$ cat src/rtl/tmr_vote_monitor.sv
// TMR vote monitor: majority vote, replica health tracking, fault counting.
// Optional in-block fault injection enabled by defining TMR_VOTE_INJ_EN.
module tmr_vote_monitor #(
  parameter int W          = 8,
  parameter int ERR_THRESH = 4,
  parameter int CNT_W      = 16
) (
  input  logic             clk,
  input  logic             rst,
  input  logic             in_valid,
  input  logic [W-1:0]     cnt_a,
  input  logic [W-1:0]     cnt_b,
  input  logic [W-1:0]     cnt_c,
  input  logic [W-1:0]     stat_a,
  input  logic [W-1:0]     stat_b,
  input  logic [W-1:0]     stat_c,
`ifdef TMR_VOTE_INJ_EN
  input  logic [1:0]       inj_sel,
  input  logic [W-1:0]     inj_mask,
`endif
  input  logic             clr,
  output logic [W-1:0]     voted_counter,
  output logic [W-1:0]     voted_status,
  output logic             out_valid,
  output logic [2:0]       mismatch,
  output logic [2:0]       fail_mask,
  output logic [CNT_W-1:0] fault_count,
  output logic [1:0]       health,
  output logic             uncorrectable
);

  localparam int WW = 2 * W;
  localparam logic [1:0] H_OK   = 2'd0;
  localparam logic [1:0] H_DEG  = 2'd1;
  localparam logic [1:0] H_FAIL = 2'd2;

  function automatic logic [1:0] pop3(input logic [2:0] m);
    return {1'b0, m[0]} + {1'b0, m[1]} + {1'b0, m[2]};
  endfunction

  logic [W-1:0]       vc_q, vc_d, vs_q, vs_d;
  logic               ov_q, ov_d;
  logic [2:0]         mm_q, mm_d;
  logic [2:0]         fm_q, fm_d;
  logic [CNT_W-1:0]   fc_q, fc_d;
  logic [1:0]         hl_q, hl_d;
  logic               unc_q, unc_d;
  logic [2:0][3:0]    run_q, run_d;

  logic [W-1:0]       sa, sb, sc;
  logic [2:0][WW-1:0] w;
  logic [WW-1:0]      maj, vote_w;
  logic               eq_ab, eq_ac, eq_bc;
  logic               pair_eq, hold, unc;
  logic [2:0]         mm;

  always_comb begin
    sa = stat_a;
    sb = stat_b;
    sc = stat_c;
`ifdef TMR_VOTE_INJ_EN
    case (inj_sel)
      2'd0:    sa = stat_a ^ inj_mask;
      2'd1:    sb = stat_b ^ inj_mask;
      2'd2:    sc = stat_c ^ inj_mask;
      default: ;
    endcase
`endif
    w[0]  = {cnt_a, sa};
    w[1]  = {cnt_b, sb};
    w[2]  = {cnt_c, sc};
    maj   = (w[0] & w[1]) | (w[0] & w[2]) | (w[1] & w[2]);
    eq_ab = (w[0] == w[1]);
    eq_ac = (w[0] == w[2]);
    eq_bc = (w[1] == w[2]);
  end

  always_comb begin
    vc_d    = vc_q;
    vs_d    = vs_q;
    ov_d    = 1'b0;
    mm_d    = 3'b000;
    fm_d    = fm_q;
    fc_d    = fc_q;
    hl_d    = hl_q;
    unc_d   = 1'b0;
    run_d   = run_q;
    vote_w  = maj;
    pair_eq = 1'b1;
    hold    = 1'b0;
    mm      = {w[2] != maj, w[1] != maj, w[0] != maj};
    unc     = !(eq_ab || eq_ac || eq_bc);
    if (clr) begin
      fm_d  = 3'b000;
      fc_d  = '0;
      run_d = '0;
      hl_d  = H_OK;
      if (in_valid) begin
        ov_d = 1'b1;
        {vc_d, vs_d} = maj;
      end
    end else if (in_valid) begin
      ov_d = 1'b1;
      // One replica masked: vote only between the two survivors
      if (pop3(fm_q) == 2'd1) begin
        unique case (1'b1)
          fm_q[0]: begin pair_eq = eq_bc; vote_w = w[1]; end
          fm_q[1]: begin pair_eq = eq_ac; vote_w = w[0]; end
          fm_q[2]: begin pair_eq = eq_ab; vote_w = w[0]; end
          default: ;
        endcase
        for (int i = 0; i < 3; i++)
          if (!fm_q[i]) mm[i] = !pair_eq;
        unc  = !pair_eq;
        hold = !pair_eq;
      end
      if (hl_q != H_FAIL && !hold)
        {vc_d, vs_d} = vote_w;
      mm_d  = mm;
      unc_d = unc;
      for (int i = 0; i < 3; i++) begin
        if (!fm_q[i]) begin
          if (mm[i]) begin
            run_d[i] = run_q[i] + 4'd1;
            if (run_d[i] == 4'(ERR_THRESH)) fm_d[i] = 1'b1;
          end else begin
            run_d[i] = 4'd0;
          end
        end
      end
      if ((|mm) && (fc_q != {CNT_W{1'b1}}))
        fc_d = fc_q + 1'b1;
      if (hl_q != H_FAIL) begin
        if (pop3(fm_d) >= 2'd2 || unc) hl_d = H_FAIL;
        else if (pop3(fm_d) == 2'd1)   hl_d = H_DEG;
        else                           hl_d = H_OK;
      end
    end
  end

  always_ff @(posedge clk) begin
    if (rst) begin
      vc_q  <= '0;
      vs_q  <= '0;
      ov_q  <= 1'b0;
      mm_q  <= 3'b000;
      fm_q  <= 3'b000;
      fc_q  <= '0;
      hl_q  <= H_OK;
      unc_q <= 1'b0;
      run_q <= '0;
    end else begin
      vc_q  <= vc_d;
      vs_q  <= vs_d;
      ov_q  <= ov_d;
      mm_q  <= mm_d;
      fm_q  <= fm_d;
      fc_q  <= fc_d;
      hl_q  <= hl_d;
      unc_q <= unc_d;
      run_q <= run_d;
    end
  end

  assign voted_counter = vc_q;
  assign voted_status  = vs_q;
  assign out_valid     = ov_q;
  assign mismatch      = mm_q;
  assign fail_mask     = fm_q;
  assign fault_count   = fc_q;
  assign health        = hl_q;
  assign uncorrectable = unc_q;

endmodule
$ cat config.mk
export PLATFORM = sky130hd
export DESIGN_NAME = tmr_vote_monitor
export DESIGN_NICKNAME = d
export VERILOG_FILES = /design/src/rtl/tmr_vote_monitor.sv
export SDC_FILE = /design/constraint.sdc
export NUM_CORES = 1
export LEC_CHECK = 0
export BUFFER_PORTS_ARGS = -buffer_cell sky130_fd_sc_hd__buf_2
export CAP_MARGIN = 15
export CORE_UTILIZATION = 56
export DETAILED_ROUTE_END_ITERATION = 8
export HOLD_SLACK_MARGIN = 0.12
export PLACE_DENSITY = 0.82
export SYNTH_ARGS = -nofsm -noshare
export SYNTH_HDL_FRONTEND = slang
export SYNTH_SLANG_ARGS = --single-unit
$ cat constraint.sdc
create_clock -name clk -period 3.6 [get_ports clk]
set_input_delay 0.54 -clock clk [delete_from_list [all_inputs] [get_ports clk]]
set_output_delay 0.54 -clock clk [all_outputs]
set_load 0.02 [all_outputs]
==> After elaboration in Yosys (flattened, before gate mapping) <==
Index checks and enable logic that the tools add are counted.
{ "op_classes": {"bitwise": 9, "n_eq_ne": 13, "n_reduce_logical": 19, "n_addsub": 8, "magnitude_cmp": 1, "muxes": 47} }
{ "op_table": {"columns": ["cell", "count"], "rows": [
  ["8-bit 2-to-1 mux", 8],
  ["16-bit AND", 3],
  ["16-bit == test", 3],
  ["16-bit != test", 3],
  ["16-bit OR", 2],
  ["16-bit one-hot mux with 2 select lines", 1],
  ["1-bit 2-to-1 mux", 29],
  ["16-bit by 1-bit adder with 16-bit output (second input constant)", 1],
  ["16-bit 2-to-1 mux", 1],
  ["16-bit != test (second input constant)", 1],
  ["4-bit by 1-bit adder with 4-bit output (second input constant)", 3],
  ["4-bit by 3-bit == test with 1-bit output (second input constant)", 3],
  ["4-bit 2-to-1 mux", 3],
  ["2-bit AND reduction", 6],
  ["3-bit 2-to-1 mux", 3],
  ["3-bit OR reduction", 2],
  ["1-bit by 1-bit adder with 2-bit output", 2],
  ["2-bit by 1-bit adder with 2-bit output", 2],
  ["2-bit by 1-bit == test with 1-bit output (second input constant)", 2],
  ["1-bit inverter", 4],
  ["2-bit OR reduction", 2],
  ["1-bit logical NOT", 3],
  ["1-bit logical OR", 3],
  ["1-bit one-hot mux with 3 select lines", 1],
  ["other kinds (5)", 6]
]} }
{ "word_totals": {"elab_cells": 108, "input_bits": 52, "out_inout_bits": 42, "register_bits": 54} }

==> Depth between registers and ports, before layout <==
Gate-level depths: netlist of the first run.
{ "logic_depth": {"ltp_word": 20, "depth_mapped": 12, "ltp_nobuf": 12} }

==> Worst setup path after synthesis of the first run <==
No wires, ideal clock.
{ "synth_path": {"path_type": "input port to flip-flop", "start": "in stat_a[2]", "end": "reg hl_q[0], in the netlist health[0]", "n_path_buf": 0, "cell_stages": 12, "required_time_ns": 3.540, "setup_ns": 0.060, "setup_slack_ns": 0.689, "t_arrival_ns": 2.851, "cell_sequence": "ha_1 nor4_1 nand4_1 o21a_1 a211o_1 and2_1 a31oi_1 fa_1 nand3_1 a211o_1 o22ai_1 and2_1"} }
{ "synth_between": {"elab_chain_len": 19, "word_cells_on_any_way": 45, "classes_between": "add/sub (2); order compare (1); eq/ne (6); mux (27); bitwise (4); reduce/logical (5)"} }
{ "synth_lines": {"columns": ["item", "line_no", "source"], "rows": [
  ["start: declaration", "14", "input logic [W-1:0] stat_a,"],
  ["16-bit == test, on equally long branches", "73, 74", null],
  ["1-bit one-hot mux with 3 select lines", "106", "unique case (1'b1)"],
  ["1-bit 2-to-1 mux", "105", "if (pop3(fm_q) == 2'd1) begin"],
  ["1-bit 2-to-1 mux", "102", "end else if (in_valid) begin"],
  ["1-bit 2-to-1 mux", "93", "if (clr) begin"],
  ["1-bit logical NOT", "113, 114", null],
  ["1-bit 2-to-1 mux", "113", "if (!fm_q[i]) mm[i] = !pair_eq;"],
  ["3-bit 2-to-1 mux", "105", null],
  ["[... 3 more ...]", null, null],
  ["1-bit 2-to-1 mux", "122", "if (!fm_q[i]) begin"],
  ["1-bit 2-to-1 mux", "102", null],
  ["1-bit 2-to-1 mux", "93", null],
  ["1-bit by 1-bit adder with 2-bit output", "38", "return {1'b0, m[0]} + {1'b0, m[1]} + {1'b0, m[2]};"],
  ["2-bit by 1-bit adder with 2-bit output", "38", null],
  ["2-bit greater-or-equal comparator / 2-bit by 1-bit == test with 1-bit output (equally long branches)", "134, 135", null],
  ["1-bit logical OR / 1-bit 2-to-1 mux (equally long branches)", "134, 135", null],
  ["2-bit 2-to-1 mux *", "134", "if (pop3(fm_d) >= 2'd2 || unc) hl_d = H_FAIL;"],
  ["end signal: assignment", "159", "hl_q <= hl_d;"],
  ["end: declaration", "46", "logic [1:0] hl_q, hl_d;"]
]} }
Mark *: on every way between the ends. The rest lies on a longest branch, timed or not. The select of a mux whose other input is x is not followed.
A chain may end at the register's enable or synchronous reset.

==> Worst setup path in the final report of the first run <==
{ "layout_path": {"start": "in cnt_a[1]", "end": "reg hl_q[0], in the netlist health[0]"} }
{ "layout_between": {"elab_chain_len": 19, "word_cells_on_any_way": 45, "classes_between": "add/sub (2); order compare (1); eq/ne (6); mux (27); bitwise (4); reduce/logical (5)"} }
{ "layout_lines": {"columns": ["item", "line_no", "source"], "rows": [
  ["start: declaration", "11", "input logic [W-1:0] cnt_a,"],
  ["16-bit == test, on equally long branches", "73, 74", null],
  ["1-bit one-hot mux with 3 select lines", "106", null],
  ["1-bit 2-to-1 mux", "105", null],
  ["1-bit 2-to-1 mux", "102", null],
  ["1-bit 2-to-1 mux", "93", null],
  ["1-bit logical NOT", "113, 114", null],
  ["1-bit 2-to-1 mux", "113", null],
  ["3-bit 2-to-1 mux", "105", null],
  ["[... 3 more ...]", null, null],
  ["1-bit 2-to-1 mux", "122", null],
  ["1-bit 2-to-1 mux", "102", null],
  ["1-bit 2-to-1 mux", "93", null],
  ["1-bit by 1-bit adder with 2-bit output", "38", null],
  ["2-bit by 1-bit adder with 2-bit output", "38", null],
  ["2-bit greater-or-equal comparator / 2-bit by 1-bit == test with 1-bit output (equally long branches)", "134, 135", null],
  ["1-bit logical OR / 1-bit 2-to-1 mux (equally long branches)", "134, 135", null],
  ["2-bit 2-to-1 mux *", "134", null]
]} }
Marked as above.

==> qor.yml, run 1 <==
power_and_ir_drop:
  p_per_area_mw_per_mm2: 283
  comb_power_share_pct: 28.3
  power.leakage_nw: 1.96
  vdd_drop_max_mv: 0.155
  p_int_uw: 941
  switching_share_pct: 32.6
  p_sw_uw: 456
  clkPwrFrac_pct: 26.7
  seq_power_share_pct: 45.0
critical_path:
  crit_path_cell_trace: "buf_2 > ha_1 > nor4_1 > and4_1 > a22oi_1 > a211o_1 > and2_1 > a31oi_1 > fa_1 > nand3_1 > a211o_1 > o22ai_1 > and2_1"
  crit_type: "in -> reg"
  max_stage_delay_ns: 0.48
  crit_slowest_cell: "nor4_1"
  r2r_start: "fail_mask[1]"
  worst_ep_arrival_time_ns: 3.59
  critPathMaxFanout: 5
  timing.rr.end: "health[0]"
  r2r_cells: 12
  cp-startpoint: "cnt_a[1]"
  reg2reg_slack_ns: 0.50
  critical_path.top_delay_family: "compound AO/OA/AOI/OAI gates"
  crit_buf_inv: 1
  cp.depth: 13
  start_kind: "primary input"
  required_ns: 3.87
  crit_path_end_kind: "register"
  endpoint: "health[0]"
synth:
  synth_edf_count: 0
  yosysMostFrequentCell: "dfxtp_1"
  yosysTopAreaCellShare_pct: 25.2
  netlist_top_cells_area: "dfxtp_1, ha_1, nor4_1"
  synth_cells: 492
  yosys_most_used_dff: "dfxtp_1"
  yosysWarningCount: 0
  synth_common_cells: "dfxtp_1, ha_1, nor4_1"
  yosys.area_share.adder_pct: 16.1
  synth_xor_area_share_pct: 6.72
  synth_simple_gate_area_share_pct: 27.0
  synth.distinct_cells: 48
  ys_ff_latch: 54
  synth_compound_area_share_pct: 22.5
  async_reset_ff_share_pct: 0
  syn_avg_cell_area_sq_um: 8.74
  synthMuxAreaShare_pct: 0
  synth_top_family_by_area: "simple AND/OR/NAND/NOR gates"
  netlist_area_sq_mm: 0.00430
  synth_seq_area_share_pct: 25.2
  syn_nets: 598
  yosysTopAreaCell: "dfxtp_1"
global_route:
  grt_pass1_vias: 4004
  grt_usage_pct: 32.0
  gr-total-overflow: 0
  grt_pass1_wl_mm: 19.5
  grt_max_degree: 33
  antenna_found_initial: 1
clock_network:
  cts.clk_slew.worst_paths_ns: 0.11
  cts_root_buffer: "clkbuf_8"
  clkSinkCount: 54
  cts_setup_buffers: 0
  clk_latency_ns: 0.31
  cts_buffer_depth: 2
  cts_tree: "yes"
  cts_resized: 0
  cts_made_buffers: 5
  holdBufCountCts: 0
  cts_htree_levels: 2
detailed_routing:
  drc_errors: 0
  vias: 4503
  ant_nets: 0
  dr.first_iter.drc_count: 342
  viasPerCell: 6.64
  drtPass1Iterations: 6
  wl_per_cell_microns: 18.9
  wl_mm: 12.8
sta:
  relSlewSlack_pct: 50.4
  fin_crit_sh_pct: 92.4
  worstMarginPinSlew_ns: 0.742
  fin_tns_setup_ns: 0
  max_freq_mhz: 301
  rsz0062_at_grt: "no"
  clock_skew_ns: 0.0120
  drv_slew: 0
  hold_viol: 0
  setup-violations-final: 0
  period_needed_ns: 3.32
min_path:
  holdPathStages: 2
  hold_class: "reg -> reg"
finish:
  area_delta_synth_final_pct: 15.0
  final_area_sq_mm: 0.00494
  fin_nets: 683
  drive_above_1_share_pct: 24.6
  fillers: 634
outcome:
  status: "complete, no violations"
flow_run:
  max-cap-violations: 0
die:
  ioPinCount: 94
  chipWidth_microns: 89.6
  start_util_pct: 58.6
  rows: 31
  die_area_sq_mm: 0.00803
  chipHeight_microns: 89.6
  core_sq_mm: 0.00733
place:
  place_area_sq_mm: 0.00484
  place_congestion: 0.951
  portBuffers: 93
  dp_hpwl_mm: 9.70
-- per-layer routing --
| metal | wire length [microns] | global-route usage, % | vias up | part of all wire (%) |
|---|---|---|---|---|
| met5 | 0 | 0 | - | 0 |
| met4 | 325 | 11.7 | 0 | 2.5 |
| met3 | 1280 | 8.59 | 34 | 10 |
| met2 | 5600 | 48.6 | 244 | 44 |
| met1 | 5580 | 43.6 | 2095 | 44 |
| li1 | - | - | 2130 | - |
-- registers in the layout, summed over array words and instances (netlist names) --
register,cells
mismatch,3
uncorrectable,1
run_q,12
fail_mask,3
voted_counter,8
out_valid,1
fault_count,16
health,2
voted_status,8
-- power groups by stage --
stage | Sequential, mW | Combinational (mW) | Clock, mW
after floorplan | 0.666 | 0.221 | 0
after global placement | 0.642 | 0.373 | 0
after detailed placement | 0.643 | 0.383 | 0
after CTS | 0.630 | 0.386 | 0.371
after global routing | 0.632 | 0.429 | 0.394
final | 0.629 | 0.395 | 0.373
-- how the worst min path moves through the flow --
stage | from | to | slack [ns]
5_1_grt | voted_counter[4] | voted_counter[4] | 0.51
6_report | voted_status[1] | voted_status[1] | 0.49
4_1_cts | voted_status[1] | voted_status[1] | 0.50
3_3_place_gp | fault_count[8] | fault_count[8] | 0.48
3_5_place_dp | voted_status[1] | voted_status[1] | 0.48
2_1_floorplan | run_q[1] | run_q[1] | 0.46
-- worst reg2reg max path, stage by stage (launching register included) --
cell and delay (ns):
dfxtp_1 0.50, inv_1 0.16, fa_1 0.49, nor2b_1 0.43, a21oi_1 0.14, nand4_1 0.15
and2_1 0.17, a31oi_1 0.13, fa_1 0.40, nand3_1 0.09, a211o_1 0.12, o22ai_1 0.07
and2_1 0.16
-- cell usage in the layout (no fill, tap or decap), types with 8 or more instances in the layout --
master	count
buf_2	93
dfxtp_1	54
ha_1	52
nor4_1	42
xnor2_1	30
nor2_1	27
nor3_1	25
o31a_1	24
and2_1	18
a22oi_1	17
a21oi_1	17
nand2_1	16
o221a_2	16
nand4_1	14
o22ai_1	14
o21ai_1	12
or3_1	12
nand3_1	9
nor3_2	8
-- layout make-up --
cell class,instances,area [sq um],share of cell area (%)
diodes,1,2.50,0.0506
well taps,99,124,2.51
clock inverters,2,16.3,0.329
flip-flops and latches,54,1080,21.9
multi-input cells,412,3110,62.9
clock buffers,6,82.6,1.67
inverters,5,18.8,0.380
repair buffers,99,510,10.3
-- through the flow --
step / utilization, % / std cells / total power [mW] / setup slack, ns / hold slack [ns]
floorplan: - / 492 / 0.886 / 0.689 / 0.463
global placement: 66.0 / 669 / 1.02 / 0.151 / 0.477
detailed placement: 66.0 / 669 / 1.03 / 0.104 / 0.482
CTS: 67.4 / 677 / 1.39 / 0.401 / 0.495
global route: 67.4 / 678 / 1.46 / 0.0189 / 0.514
finish: 67.4 / 678 / 1.40 / 0.275 / 0.491
-- cells by family after synthesis --
family	Yosys count
DFF	54
buffers and inverters	26
and+or+nand+nor	198
xor gates and xnor gates	33
adders and majority gates	54
AOI/OAI and AO/OA	127
No activity file was read; power rests on OpenSTA's default activity.
==> inputs of run 2 (changes only) <==
--- a/config.mk
+++ b/config.mk
@@ -5,9 +5,10 @@
 export SDC_FILE = /design/constraint.sdc
 export NUM_CORES = 1
 export LEC_CHECK = 0
+export ABC_AREA = 1
 export BUFFER_PORTS_ARGS = -buffer_cell sky130_fd_sc_hd__buf_2
 export CAP_MARGIN = 15
-export CORE_UTILIZATION = 56
+export CORE_UTILIZATION = 57
 export DETAILED_ROUTE_END_ITERATION = 8
 export HOLD_SLACK_MARGIN = 0.12
 export PLACE_DENSITY = 0.82
==> run 2 against run 1 <==
Net effect: routed wire length increased by 3.9%; count of clock-buffer cells in the layout unchanged; critical path depth increased by 6; sequential share of layout area decreased by 2.0 points; die area increased by 11%; combinational power increased by 5.1%; clock power decreased by 8.8%; cell area increased by 10%; cell count increased by 37%; setup slack improved by 0.13 ns; sequential power increased by 0.6%; power decreased by 0.71%; critical path type is now reg -> reg.
==> qor.yml, run 2 <==
place:
  dp_hpwl_mm: 10.5  # was 9.70 mm
  place_congestion: 0.930  # was 0.951
  place_area_sq_mm: 0.00535  # was 0.00484 sq mm
  portBuffers: 93  # unchanged
synth:
  yosys_most_used_dff: "dfxtp_1"  # unchanged
  synth_seq_area_share_pct: 22.2  # was 25.2%
  synth_cells: 735  # was 492
  synth_edf_count: 0  # unchanged
  netlist_area_sq_mm: 0.00487  # was 0.00430 sq mm
  netlist_top_cells_area: "dfxtp_1, ha_1, nand2_1"  # was dfxtp_1, ha_1, nor4_1
  syn_avg_cell_area_sq_um: 6.62  # was 8.74 sq um
  async_reset_ff_share_pct: 0  # unchanged
  yosysTopAreaCellShare_pct: 22.2  # was 25.2%
  ys_ff_latch: 54  # unchanged
  yosysTopAreaCell: "dfxtp_1"  # unchanged
  yosysWarningCount: 0  # unchanged
  syn_nets: 841  # was 598
  synth.distinct_cells: 39  # was 48
  yosysMostFrequentCell: "nand2_1"  # was dfxtp_1
  synth_common_cells: "nand2_1, nor2_1, inv_1"  # was dfxtp_1, ha_1, nor4_1
global_route:
  antenna_found_initial: 0  # was 1
  grt_pass1_wl_mm: 21.4  # was 19.5 mm
  grt_util_met2_pct: 53.4  # was 48.6%
  busiest_layer: "met2"  # unchanged
  grt_pass1_vias: 4735  # was 4,004
  gr-total-overflow: 0  # unchanged
  gr-usage-met3_pct: 3.54  # was 8.59%
  grtUsageMet1_pct: 36.2  # was 43.6%
  grt_max_degree: 31  # was 33
  grt_usage_pct: 30.5  # was 32.0%
finish:
  fillers: 738  # was 634
  largest_reg_flops: 16  # unchanged
  fin_nets: 926  # was 683
  antenna_cells: 0  # was 1
  final_common_cell: "nand2_1"  # was buf_2
  final_area_sq_mm: 0.00544  # was 0.00494 sq mm
  most-common-layout-cells: "nand2_1, nor2_1, buf_2, inv_1, dfxtp_1"  # was buf_2, dfxtp_1, ha_1, nor4_1, xnor2_1
  area_delta_synth_final_pct: 11.8  # was 15.0%
  drive_above_1_share_pct: 19.2  # was 24.6%
sta:
  drv_slew: 0  # unchanged
  period_needed_ns: 3.19  # was 3.32 ns
  fin_tns_setup_ns: 0  # unchanged
  setup-violations-final: 0  # unchanged
  max_freq_mhz: 313  # was 301 MHz
  clock_skew_ns: 0.00828  # was 0.0120 ns
  fin_crit_sh_pct: 88.7  # was 92.4%
  rsz0062_at_grt: "no"  # unchanged
  hold_viol: 0  # unchanged
  relSlewSlack_pct: 41.6  # was 50.4%
  worstMarginPinSlew_ns: 0.874  # was 0.742 ns
die:
  chipHeight_microns: 94.4  # was 89.6 microns
  start_util_pct: 58.9  # was 58.6%
  chipWidth_microns: 94.4  # was 89.6 microns
  ioPinCount: 94  # unchanged
  rows: 33  # was 31
  die_area_sq_mm: 0.00891  # was 0.00803 sq mm
  core_sq_mm: 0.00826  # was 0.00733 sq mm
detailed_routing:
  wl_mm: 13.3  # was 12.8 mm
  drtPass1Iterations: 5  # was 6
  drc_errors: 0  # unchanged
  wl_per_cell_microns: 14.4  # was 18.9 microns
  vias: 5088  # was 4,503
  viasPerCell: 5.49  # was 6.64
  dr.first_iter.drc_count: 341  # was 342
  ant_nets: 0  # unchanged
clock_network:
  cts_tree: "yes"  # unchanged
  cts_root_buffer: "clkbuf_8"  # unchanged
  clk_latency_ns: 0.31  # about the same
  cts_setup_buffers: 0  # unchanged
  clkSinkCount: 54  # unchanged
  cts_htree_levels: 2  # unchanged
  cts.clk_slew.worst_paths_ns: 0.10  # was 0.11 ns
  cts_resized: 0  # unchanged
  cts_buffer_depth: 2  # unchanged
  holdBufCountCts: 0  # unchanged
  cts_made_buffers: 5  # unchanged
power_and_ir_drop:
  p_per_area_mw_per_mm2: 255  # was 283 mW/mm^2
  power.leakage_nw: 2.64  # was 1.96 nW
  vdd_drop_max_mv: 0.227  # was 0.155 mV
critical_path:
  crit_type: "reg -> reg"  # was in -> reg
  critPathMaxFanout: 5  # unchanged
  worst_ep_arrival_time_ns: 3.37  # was 3.59 ns
  crit_path_end_kind: "register"  # unchanged
  start_kind: "register"  # was primary input
  required_ns: 3.78  # was 3.87 ns
flow_run:
  max-cap-violations: 0  # unchanged
outcome:
  status: "complete, no violations"  # unchanged
min_path:
  hold_class: "reg -> reg"  # unchanged
## run 2: cell types whose count changed in the layout (fill, tap and decap cells not counted), sizes merged, moves of 14 or more
cell,change
and2,-18
inv,+88
nand2,+149
nand3,+37
nand4,+14
nor2,+101
nor3,-30
nor4,-41
o21ai,+36
o221a,-16
o31a,-24
xnor2,-14
## run 2: per-stage QoR
stage	power, mW	hold WS, ns	std cells	worst slack (ns)	utilization [%]
after floorplan	0.914	0.452	735	0.905	-
after CTS	1.39	0.467	926	0.470	65.9
after detailed placement	1.06	0.452	918	0.546	64.8
after global routing	1.47	0.485	926	0.278	65.9
final	1.39	0.467	926	0.406	65.9
after global placement	1.04	0.454	918	0.605	64.8
## run 2: area by class of cell
| cell class | count | area [sq um] | area share [%] |
|---|---|---|---|
| Clock buffer | 6 | 72.6 | 1.33 |
| Timing Repair Buffer | 95 | 480 | 8.83 |
| Tap cell | 105 | 131 | 2.41 |
| Inverter | 95 | 357 | 6.55 |
| Clock inverter | 2 | 13.8 | 0.253 |
| Sequential cell | 54 | 1080 | 19.9 |
| Multi-Input combinational cell | 569 | 3300 | 60.7 |
## run 2: logic make-up after synthesis
| group | after synthesis | synth area share [%] |
|---|---|---|
| adders and majority gates | 54 | 14.2 |
| xor gates and xnor gates | 31 | 5.58 |
| buffers and inverters | 112 | 9.90 |
| DFF | 54 | 22.2 |
| and+or+nand+nor | 380 | 35.3 |
| AOI/OAI and AO/OA | 104 | 12.8 |
## run 2: worst paths after layout
check                                 startpoint                to  slack, ns  cells after the start
worst max register to register      fail_mask[1]         health[0]       0.41                     19
worst min register to register  voted_counter[2]  voted_counter[2]       0.47                      2
worst max-delay path                fail_mask[1]         health[0]       0.41                     19
worst min-delay path            voted_counter[2]  voted_counter[2]       0.47                      2
## run 2: per-layer routing
metal	vias up	part of all wire (%)
li1	2579	-
met1	2279	42
met2	197	48
met3	33	5.5
met4	0	4.5
met5	-	0
## run 2: critical path: stages (launching register included)
cell	delay, ns
dfxtp_1	0.43
inv_1	0.14
fa_1	0.46
inv_1	0.07
nand2_2	0.08
inv_1	0.10
nand2_1	0.11
o21ai_0	0.11
nor2_1	0.08
nand2_1	0.07
nor2_1	0.04
nand3_1	0.11
nand2_2	0.12
o21ai_0	0.21
inv_1	0.12
fa_1	0.46
nand4_1	0.15
o22ai_1	0.09
inv_1	0.06
nor2_1	0.03
## run 2: where the power goes
| group | switching [mW] | internal (mW) | leakage [nW] |
|---|---|---|---|
| Clock | 0.202 | 0.138 | 0.0452 |
| Sequential | 0.0129 | 0.620 | 0.441 |
| Combinational | 0.267 | 0.147 | 2.16 |
